File: src/rtl/fme_input_sequencer.sv
// Streams one 8x8 block's reference and original rows from line memories into the
// fractional motion estimation core, with a registered read-data stage and busy/done handshake.
module fme_input_sequencer #(
  parameter int unsigned DATAWIDTH = 8,
  parameter int unsigned REF_ROWS  = 16,
  parameter int unsigned ORG_ROWS  = 8,
  parameter int unsigned ORG_DELAY = 5,
  parameter int unsigned ADDRW     = 8
) (
  input  logic                    clock,
  input  logic                    reset,
  input  logic                    start,
  input  logic [ADDRW-1:0]        base_ref_addr,
  input  logic [ADDRW-1:0]        base_org_addr,
  input  logic [DATAWIDTH+8:0]    best_sad_ime_in,
  output logic                    ref_rd_en,
  output logic [ADDRW-1:0]        ref_rd_addr,
  input  logic [16*DATAWIDTH-1:0] ref_rd_data,
  output logic                    org_rd_en,
  output logic [ADDRW-1:0]        org_rd_addr,
  input  logic [8*DATAWIDTH-1:0]  org_rd_data,
  output logic                    enable,
  output logic [DATAWIDTH-1:0]    in_0,
  output logic [DATAWIDTH-1:0]    in_1,
  output logic [DATAWIDTH-1:0]    in_2,
  output logic [DATAWIDTH-1:0]    in_3,
  output logic [DATAWIDTH-1:0]    in_4,
  output logic [DATAWIDTH-1:0]    in_5,
  output logic [DATAWIDTH-1:0]    in_6,
  output logic [DATAWIDTH-1:0]    in_7,
  output logic [DATAWIDTH-1:0]    in_8,
  output logic [DATAWIDTH-1:0]    in_9,
  output logic [DATAWIDTH-1:0]    in_10,
  output logic [DATAWIDTH-1:0]    in_11,
  output logic [DATAWIDTH-1:0]    in_12,
  output logic [DATAWIDTH-1:0]    in_13,
  output logic [DATAWIDTH-1:0]    in_14,
  output logic [DATAWIDTH-1:0]    in_15,
  output logic [DATAWIDTH-1:0]    original_0,
  output logic [DATAWIDTH-1:0]    original_1,
  output logic [DATAWIDTH-1:0]    original_2,
  output logic [DATAWIDTH-1:0]    original_3,
  output logic [DATAWIDTH-1:0]    original_4,
  output logic [DATAWIDTH-1:0]    original_5,
  output logic [DATAWIDTH-1:0]    original_6,
  output logic [DATAWIDTH-1:0]    original_7,
  output logic [DATAWIDTH+8:0]    best_sad_ime,
  output logic                    busy,
  output logic                    done
);

  localparam int unsigned OrgEnd  = ORG_DELAY + ORG_ROWS;
  localparam int unsigned LastCyc = ((REF_ROWS > OrgEnd) ? REF_ROWS : OrgEnd) + 1;
  localparam int unsigned CycW    = $clog2(LastCyc + 1);

  localparam logic [CycW-1:0] RefEndC   = CycW'(REF_ROWS);
  localparam logic [CycW-1:0] OrgBeginC = CycW'(ORG_DELAY);
  localparam logic [CycW-1:0] OrgEndC   = CycW'(OrgEnd);
  localparam logic [CycW-1:0] LastC     = CycW'(LastCyc);

  typedef enum logic [1:0] {StIdle, StRun, StDone} state_e;

  state_e                    state_q, state_d;
  logic [CycW-1:0]           cyc_q;
  logic [ADDRW-1:0]          base_ref_q, base_org_q;
  logic [DATAWIDTH+8:0]      sad_q;
  logic                      ref_v_q, org_v_q, enable_q;
  logic [16*DATAWIDTH-1:0]   ref_row_q;
  logic [8*DATAWIDTH-1:0]    org_row_q;

  always_comb begin
    state_d     = state_q;
    ref_rd_en   = 1'b0;
    org_rd_en   = 1'b0;
    ref_rd_addr = '0;
    org_rd_addr = '0;
    unique case (state_q)
      StIdle: if (start) state_d = StRun;
      StRun: begin
        ref_rd_en = (cyc_q < RefEndC);
        org_rd_en = (cyc_q >= OrgBeginC) && (cyc_q < OrgEndC);
        if (cyc_q == LastC) state_d = StDone;
      end
      StDone: state_d = StIdle;
      default: state_d = StIdle;
    endcase
    // Addresses are forced to zero outside their read windows.
    if (ref_rd_en) ref_rd_addr = base_ref_q + ADDRW'(cyc_q);
    if (org_rd_en) org_rd_addr = base_org_q + ADDRW'(cyc_q) - ADDRW'(ORG_DELAY);
  end

  assign busy = (state_q != StIdle);
  assign done = (state_q == StDone);

  always_ff @(posedge clock or posedge reset) begin
    if (reset) begin
      state_q    <= StIdle;
      cyc_q      <= '0;
      base_ref_q <= '0;
      base_org_q <= '0;
      sad_q      <= '0;
      ref_v_q    <= 1'b0;
      org_v_q    <= 1'b0;
      enable_q   <= 1'b0;
      ref_row_q  <= '0;
      org_row_q  <= '0;
    end else begin
      state_q <= state_d;
      if (state_q == StIdle && start) begin
        cyc_q      <= '0;
        base_ref_q <= base_ref_addr;
        base_org_q <= base_org_addr;
        sad_q      <= best_sad_ime_in;
      end else if (state_q == StRun) begin
        cyc_q <= cyc_q + 1'b1;
      end
      // Read issued in cycle c returns in c+1 and is presented in c+2.
      ref_v_q   <= ref_rd_en;
      org_v_q   <= org_rd_en;
      enable_q  <= ref_v_q;
      ref_row_q <= ref_v_q ? ref_rd_data : '0;
      org_row_q <= org_v_q ? org_rd_data : '0;
    end
  end

  assign enable       = enable_q;
  assign best_sad_ime = sad_q;

  assign in_0  = ref_row_q[0*DATAWIDTH +: DATAWIDTH];
  assign in_1  = ref_row_q[1*DATAWIDTH +: DATAWIDTH];
  assign in_2  = ref_row_q[2*DATAWIDTH +: DATAWIDTH];
  assign in_3  = ref_row_q[3*DATAWIDTH +: DATAWIDTH];
  assign in_4  = ref_row_q[4*DATAWIDTH +: DATAWIDTH];
  assign in_5  = ref_row_q[5*DATAWIDTH +: DATAWIDTH];
  assign in_6  = ref_row_q[6*DATAWIDTH +: DATAWIDTH];
  assign in_7  = ref_row_q[7*DATAWIDTH +: DATAWIDTH];
  assign in_8  = ref_row_q[8*DATAWIDTH +: DATAWIDTH];
  assign in_9  = ref_row_q[9*DATAWIDTH +: DATAWIDTH];
  assign in_10 = ref_row_q[10*DATAWIDTH +: DATAWIDTH];
  assign in_11 = ref_row_q[11*DATAWIDTH +: DATAWIDTH];
  assign in_12 = ref_row_q[12*DATAWIDTH +: DATAWIDTH];
  assign in_13 = ref_row_q[13*DATAWIDTH +: DATAWIDTH];
  assign in_14 = ref_row_q[14*DATAWIDTH +: DATAWIDTH];
  assign in_15 = ref_row_q[15*DATAWIDTH +: DATAWIDTH];

  assign original_0 = org_row_q[0*DATAWIDTH +: DATAWIDTH];
  assign original_1 = org_row_q[1*DATAWIDTH +: DATAWIDTH];
  assign original_2 = org_row_q[2*DATAWIDTH +: DATAWIDTH];
  assign original_3 = org_row_q[3*DATAWIDTH +: DATAWIDTH];
  assign original_4 = org_row_q[4*DATAWIDTH +: DATAWIDTH];
  assign original_5 = org_row_q[5*DATAWIDTH +: DATAWIDTH];
  assign original_6 = org_row_q[6*DATAWIDTH +: DATAWIDTH];
  assign original_7 = org_row_q[7*DATAWIDTH +: DATAWIDTH];

endmodule

File: config.mk
export PLATFORM = sky130hd
export DESIGN_NAME = fme_input_sequencer
export DESIGN_NICKNAME = d
export VERILOG_FILES = /design/src/rtl/fme_input_sequencer.sv
export SDC_FILE = /design/constraint.sdc
export NUM_CORES = 1
export LEC_CHECK = 0
export BUFFER_PORTS_ARGS = -buffer_cell sky130_fd_sc_hd__buf_4
export CAP_MARGIN = 20
export CORE_AREA = 2 2 176 178
export DETAILED_ROUTE_END_ITERATION = 7
export DIE_AREA = 0 0 178 180
export PLACE_DENSITY = 0.65
export SYNTH_ARGS = -nofsm -noshare
export SYNTH_HDL_FRONTEND = slang
export SYNTH_SLANG_ARGS = --single-unit
File: constraint.sdc
create_clock -name clock -period 15.92 [get_ports clock]
set_input_delay 3.184 -clock clock [delete_from_list [all_inputs] [get_ports clock]]
set_output_delay 3.184 -clock clock [all_outputs]
set_load 0.05 [all_outputs]
==> run metrics, run 1 <==
core area=30200 µm²; GRT overflow=0; final antenna-violating net count=0; CP arrival=2.97 ns; R2R cell count=5; worst-path cell chain=inv_1 > ha_1 > inv_1 > ha_1 > inv_1 > fa_1 > nor2b_1 > o31a_1 > o22ai_1 > mux2i_1 > buf_4; Layout area overhead=57.5%; Crit Path Category=reg -> out; Crit path buffers/inverters=4; Die Area=32000 µm²; first-pass iteration count of the detailed router=4; mapped cell area=8480 µm²; number of DRC markers in iteration 0=299; antenna violations before repair=1; Mapped Nets=938; Crit Path Max Fanout=8; RSZ-0062 raised after global routing=no; Nets=1398; R2R Setup Slk=14.14 ns; worst slew pin tran=0.938 ns; syn avg cell area=12.3 µm²; # DRC=0; Inserted Clock Buffers=26; Largest delay share family, worst path=adder cells; Synth cell types=37; CTS tree=built; initial core utilization=0.281; # rows=64; Yosys reg bits=235; Worst R2R End=base_org_q[2]$_DFFE_PP0P_; H-tree levels=1; power per standard cell area=229 nW/µm²; Total Power=3.07 mW; most common cell after layout, fill and taps aside=buf_4; post-synthesis xor/xnor area fraction=0.00516; diode count=0; multiplexer share of the synthesized area=0.00354; Slew Limit Fails=0; Cell Count, Final, Fillers Out=1565; Synth Area in Compound Gates=0.0255; Final GP Congestion=0.828; area share of the largest cell type after synthesis=0.693; vias per std cell=4.12; CTS Hold Bufs=0; Placement Setup Slack=10.31 ns; Die H=180 µm; Setup Viol. Count Final=0; largest family of logic cells by synthesized area=simple AND/OR/NAND/NOR gates; Crit-path slowest cell=dfrtp_1; GRT Total Usage=0.165; area leader, netlist=dfrtp_1; CP Capture Type=output pin; critical path's largest stage delay=0.49 ns; Crit. path cell count=11; min cycle time layout=6.16 ns; status=finished, final reports clean; Post-CTS Setup Repair Bufs=0; peak supply drop=0.202 mV; max_cap viols=0; Sink Count=235; setup_tns=0 ns; Req. time, crit path=12.74 ns; clk buf depth=3; WL final=27.2 mm; final worst-path cycle share=0.387; final hold violation count=0; fin util=0.443; largest net degree at the start of global routing=130; Seq/Total Area, Yosys=0.693; first-pass GRT wire length=40.6 mm; Fin Clk Skew=0.0155 ns; cell mode on critical path=inv_1; share of cells above drive strength 1=0.439; Die Width=178 µm; most frequent cells in the layout=buf_4 (461), dfrtp_1 (233), and2_1 (193); # resized after CTS=0; FF-to-FF Start=state_q[0]$_DFFE_PP0P_; clk root buf=clkbuf_16; clock latency at the later pin of the worst-skew pair=0.53 ns; CP Capture Point=org_rd_addr[7]; Crit. Startpoint=cyc_q[1]$_DFFE_PP0P_; setup ws final=9.76 ns; top cells by area, synth=dfrtp_1 (69%), and2_1 (14%), nand2_1 (4.2%), ha_1 (2.7%), clkbuf_1 (1.3%); Leak=6.96 nW; clk slew on worst S/H paths=0.06 ns; # placed instances=1516; critical path launch point type=flop; max_slew headroom=0.375; area share of fa/ha/maj cells after synthesis=0.0313; yosys warns=0; class of the worst hold path=reg -> reg; per-cell routed wire length=17.4 µm; vias in the first global route=6815; port bufs=457; num ports=458; vias=6451; Post-DP HPWL=20.5 mm; Max Freq=162 MHz; simple-gate share of the synthesized area=0.214; cells after synthesis=690
## cells in the mapped netlist
cell type / count
or4_1: 1
buf_6: 1
o31ai_1: 1
nor3_1: 4
a21oi_1: 2
and2_1: 193
clkbuf_1: 30
nor2b_1: 3
nand2_1: 94
xnor2_1: 4
nand3b_1: 1
a211o_1: 1
ha_1: 18
dfrtp_1: 235
a31oi_4: 1
a21o_1: 2
mux2i_1: 3
or2_2: 3
or2b_1: 1
o211ai_1: 1
nand4_1: 5
xor2_1: 1
inv_1: 28
a211oi_1: 5
o21ai_0: 16
fa_1: 2
a31oi_1: 1
o21a_1: 1
o22ai_1: 1
and3_1: 4
o31a_1: 1
nor3b_1: 1
or3b_1: 1
and2b_1: 1
nand3_1: 7
nand2_2: 1
nor2_1: 15
## cell families (layout without fill, tap and decap cells)
group,after synthesis,in the layout
flops,235,235
buf+inv,59,538
mux,3,3
xor+xnor,5,5
simple gates,335,335
compound gates,33,33
fa+ha+maj,20,20
## worst min path at each step
stage | slack (ns) | from | depth (start not counted) | endpoint
floorplan | 0.37 | ref_v_q$_DFF_PP0_ | 0 | enable$_DFF_PP0_
global placement | 0.46 | best_sad_ime[15]$_DFFE_PP0P_ | 2 | best_sad_ime[15]$_DFFE_PP0P_
detailed placement | 0.47 | best_sad_ime[12]$_DFFE_PP0P_ | 2 | best_sad_ime[12]$_DFFE_PP0P_
CTS | 0.48 | best_sad_ime[14]$_DFFE_PP0P_ | 2 | best_sad_ime[14]$_DFFE_PP0P_
global route | 0.50 | best_sad_ime[15]$_DFFE_PP0P_ | 2 | best_sad_ime[15]$_DFFE_PP0P_
finish | 0.48 | best_sad_ime[6]$_DFFE_PP0P_ | 2 | best_sad_ime[6]$_DFFE_PP0P_
## state kept, by name, summed over array words and instances, names as in the netlist
signal,flops
ref_v_q,1
org_v_q,1
base_ref_q,8
base_org_q,8
best_sad_ime,17
ref_row_q,128
state_q,2
cyc_q,5
enable,1
org_row_q,64
## final cells by class
class                   instances  area [µm²]
fillers                      2809       16800
flip-flops and latches        235        5890
repair buffers                463        3520
multi-input cells             396        2370
clock buffers                  35         736
well taps                     396         495
clock inverters                12         245
inverters                      28         113
## metrics by stage
step                      hold slack [ns]  area [µm²]
after floorplan                     0.370        8480
after global placement              0.460       12300
after detailed placement            0.467       12300
after CTS                           0.483       13300
after global routing                0.503       13400
final                               0.481       13400
## routing by layer
| metal | track usage | up-vias | part of all wire |
|---|---|---|---|
| met5 | 0 | - | 0.00044 |
| met4 | 0.0534 | 2 | 0.029 |
| met3 | 0.0387 | 46 | 0.079 |
| met2 | 0.289 | 270 | 0.50 |
| met1 | 0.198 | 3073 | 0.39 |
| li1 | - | 3060 | - |
## worst reg2reg max path: stages (launching register included)
cell     delay, ns
dfrtp_1       0.40
nor2_1        0.23
and2_1        0.48
buf_4         0.39
nand2_1       0.14
nand2_1       0.07
## report_power, final
part	switching, mW	internal (mW)
logic	1.05	0.470
registers	0.102	0.765
clock network	0.243	0.437
Power figures use the tool's default switching activity.
==> run 2: changes to the inputs <==
--- a/config.mk
+++ b/config.mk
@@ -5,12 +5,13 @@
 export SDC_FILE = /design/constraint.sdc
 export NUM_CORES = 1
 export LEC_CHECK = 0
+export ABC_AREA = 1
 export BUFFER_PORTS_ARGS = -buffer_cell sky130_fd_sc_hd__buf_4
 export CAP_MARGIN = 20
-export CORE_AREA = 2 2 176 178
+export CORE_AREA = 2 2 180 182
 export DETAILED_ROUTE_END_ITERATION = 7
-export DIE_AREA = 0 0 178 180
-export PLACE_DENSITY = 0.65
+export DIE_AREA = 0 0 182 184
+export PLACE_DENSITY = 0.64
 export SYNTH_ARGS = -nofsm -noshare
 export SYNTH_HDL_FRONTEND = slang
 export SYNTH_SLANG_ARGS = --single-unit
==> constraint.sdc (replaced) <==
create_clock -name clock -period 5.9 [get_ports clock]
set_input_delay 1.18 -clock clock [delete_from_list [all_inputs] [get_ports clock]]
set_output_delay 1.18 -clock clock [all_outputs]
set_load 0.05 [all_outputs]
==> run 2 against run 1 <==
Power rose to 2.7 times the previous value. Global-route usage is 1.4 points lower. Die area is 4.5% higher. Final area rose by 1.5%. Combinational power grew to 2.8 times the previous value. Sequential share of layout area down 0.65 points. Clock skew is 0.0090 ns lower. First-iteration DRC count is 11% higher. Synthesized cell count is 30% higher. Worst hold slack better by 0.0057 ns. Critical endpoint unchanged.
==> run metrics, run 2 <==
status=finished, final reports clean; Hold Path Stages=2; final hold violation count=0; clk root buf=clkbuf_16; Setup Viol. Count Final=0; final antenna-violating net count=0; critical path launch point type=flop; CTS Hold Bufs=0; Sink Count=235; power per standard cell area=615 nW/µm²; Seq/Total Area, Yosys=0.671; number of flip-flops under the largest register name=128; antenna violations before repair=1; Max Freq=252 MHz; WL final=26.4 mm; final worst-path cycle share=0.673; top cells by area, synth=dfrtp_1 (67%), nand2_1 (13%), inv_1 (9.8%), ha_1 (2.6%), buf_2 (1.1%); clk buf depth=3; worst-path cell chain=inv_1 > ha_1 > inv_1 > ha_1 > inv_1 > fa_1 > inv_1 > nand2_1 > nand2_1 > nand3b_1 > nand3_1 > nand2_1 > nor2_1 > buf_4; # placed instances=1736; Mapped Nets=1147; Synth cell types=28; GRT overflow=0; final hold slack=0.487 ns; Slew Limit Fails=0; vias in the first global route=7317; peak supply drop=0.930 mV; Inserted Clock Buffers=27; cell mode on critical path=inv_1; first-pass GRT wire length=39.8 mm; CP arrival=2.79 ns; Die H=184 µm; most common cell after layout, fill and taps aside=buf_4; max_slew headroom=0.447; setup_tns=0 ns; Fin Clk Skew=0.00649 ns; Worst R2R End=ref_row_q[79]$_DFF_PP0_; largest net degree at the start of global routing=138; GRT Total Usage=0.151; per-cell routed wire length=14.8 µm; worst slew pin tran=0.829 ns; CTS tree=built; WL met1=10.2 mm; count leader, synth=nand2_1; Top reg by flops=ref_row_q; vias per std cell=3.95; number of DRC markers in iteration 0=333; core area=31400 µm²; Die Width=182 µm; vias=7058; Nets=1611; clock latency at the later pin of the worst-skew pair=0.53 ns; Crit Path Category=reg -> out; initial core utilization=0.279; # resized after CTS=0; Post-CTS Setup Repair Bufs=0; share of cells above drive strength 1=0.381; Leak=8.39 nW; yosys warns=0; most frequent cells in the layout=buf_4 (461), nand2_1 (305), dfrtp_1 (233); RSZ-0062 raised after global routing=no; critical path's largest stage delay=0.44 ns; syn avg cell area=9.74 µm²; first-pass iteration count of the detailed router=4; Layout area overhead=54.9%; Hold Startpoint=best_sad_ime[14]$_DFFE_PP0P_; uppermost layer routed=met4; min cycle time layout=3.97 ns; clk slew on worst S/H paths=0.06 ns; port bufs=457; Post-DP HPWL=20.2 mm; num ports=458; Async S/R FF share, synth=1.00; fin util=0.432; Crit-path slowest cell=dfrtp_1; Die Area=33500 µm²; Main synth FF type=dfrtp_1; class of the worst hold path=reg -> reg; # rows=65; Crit Path Max Fanout=5; hold path endpoint=best_sad_ime[14]$_DFFE_PP0P_; FF-to-FF Start=ref_v_q$_DFF_PP0_; top cells by count, synth=nand2_1 (305), dfrtp_1 (235), inv_1 (229); H-tree levels=1; cells after synthesis=899; area leader, netlist=dfrtp_1; Yosys reg bits=235; R2R cell count=3; met3 wire length=2.41 mm; Post-synth EDFFs=0; mapped cell area=8760 µm²; R2R Setup Slk=3.94 ns; max_cap viols=0; Req. time, crit path=4.72 ns; Final GP Congestion=0.856; Cell Count, Final, Fillers Out=1785; CP Capture Type=output pin; met2 routed WL=13.3 mm; # DRC=0; area share of the largest cell type after synthesis=0.671
[run 2: cell count changes in the layout (fill, tap and decap cells not counted), moves of 4 or more]
cell,before,now
nor2_2,0,6
a21oi_1,2,11
and2_1,193,0
inv_1,27,228
clkbuf_8,3,7
bufinv_16,7,2
a211oi_1,5,0
nand2_1,94,305
[run 2: area by class of cell]
class / instances / area (µm²)
antenna: 1 / 2.50
multi-input combinational: 404 / 1870
tap: 402 / 503
fill: 2997 / 17800
timing repair buffer: 464 / 3530
inverter: 231 / 871
sequential: 235 / 5890
clock buffer: 39 / 791
clock inverter: 9 / 109
[run 2: critical path, delay by kind of cell, from the launching register on]
family,cells,cell delay (ns)
and+or+nand+nor,6,0.45
buffers and inverters,5,0.51
adders and majority gates,3,0.86
DFF,1,0.44
[run 2: power breakdown]
group	switching [mW]	leakage (nW)	internal (mW)
combinational	3.08	4.99	1.25
sequential	0.261	2.96	2.07
clock	0.664	0.442	1.01
[run 2: metal layers]
metal	GRT usage	vias to the layer above
li1	-	3469
met1	0.181	3256
met5	0	-
met4	0.0352	0
met2	0.265	292
met3	0.0481	41
[run 2: how the worst max path moves through the flow]
stage	end	slack [ns]	start	cells past startpoint
after floorplan	base_org_q[0]$_DFFE_PP0P_	1.64	reset	1
after global placement	org_rd_addr[7]	2.50	cyc_q[1]$_DFFE_PP0P_	14
after global routing	org_rd_addr[7]	1.71	cyc_q[1]$_DFFE_PP0P_	14
final	org_rd_addr[7]	1.93	cyc_q[1]$_DFFE_PP0P_	14
after CTS	org_rd_addr[7]	1.88	cyc_q[1]$_DFFE_PP0P_	14
after detailed placement	org_rd_addr[7]	2.48	cyc_q[1]$_DFFE_PP0P_	14
[run 2: cell families (layout without fill, tap and decap cells)]
group / after synthesis / after routing / share of synthesized area
buffers and inverters: 260 / 743 / 0.115
xor gates and xnor gates: 5 / 5 / 0.00500
other: 0 / 1 / 0
DFF: 235 / 235 / 0.671
AOI/OAI and AO/OA: 27 / 27 / 0.0161
and+or+nand+nor: 352 / 352 / 0.163
adders and majority gates: 20 / 20 / 0.0303
[run 2: per-stage QoR]
stage	setup slack [ns]	cell area [µm²]	total power [mW]
3_3_place_gp	2.50	12600	6.67
6_report	1.93	13600	8.34
5_1_grt	1.71	13600	8.81
4_1_cts	1.88	13600	8.45
3_5_place_dp	2.48	12700	6.72
2_1_floorplan	1.64	8760	5.31
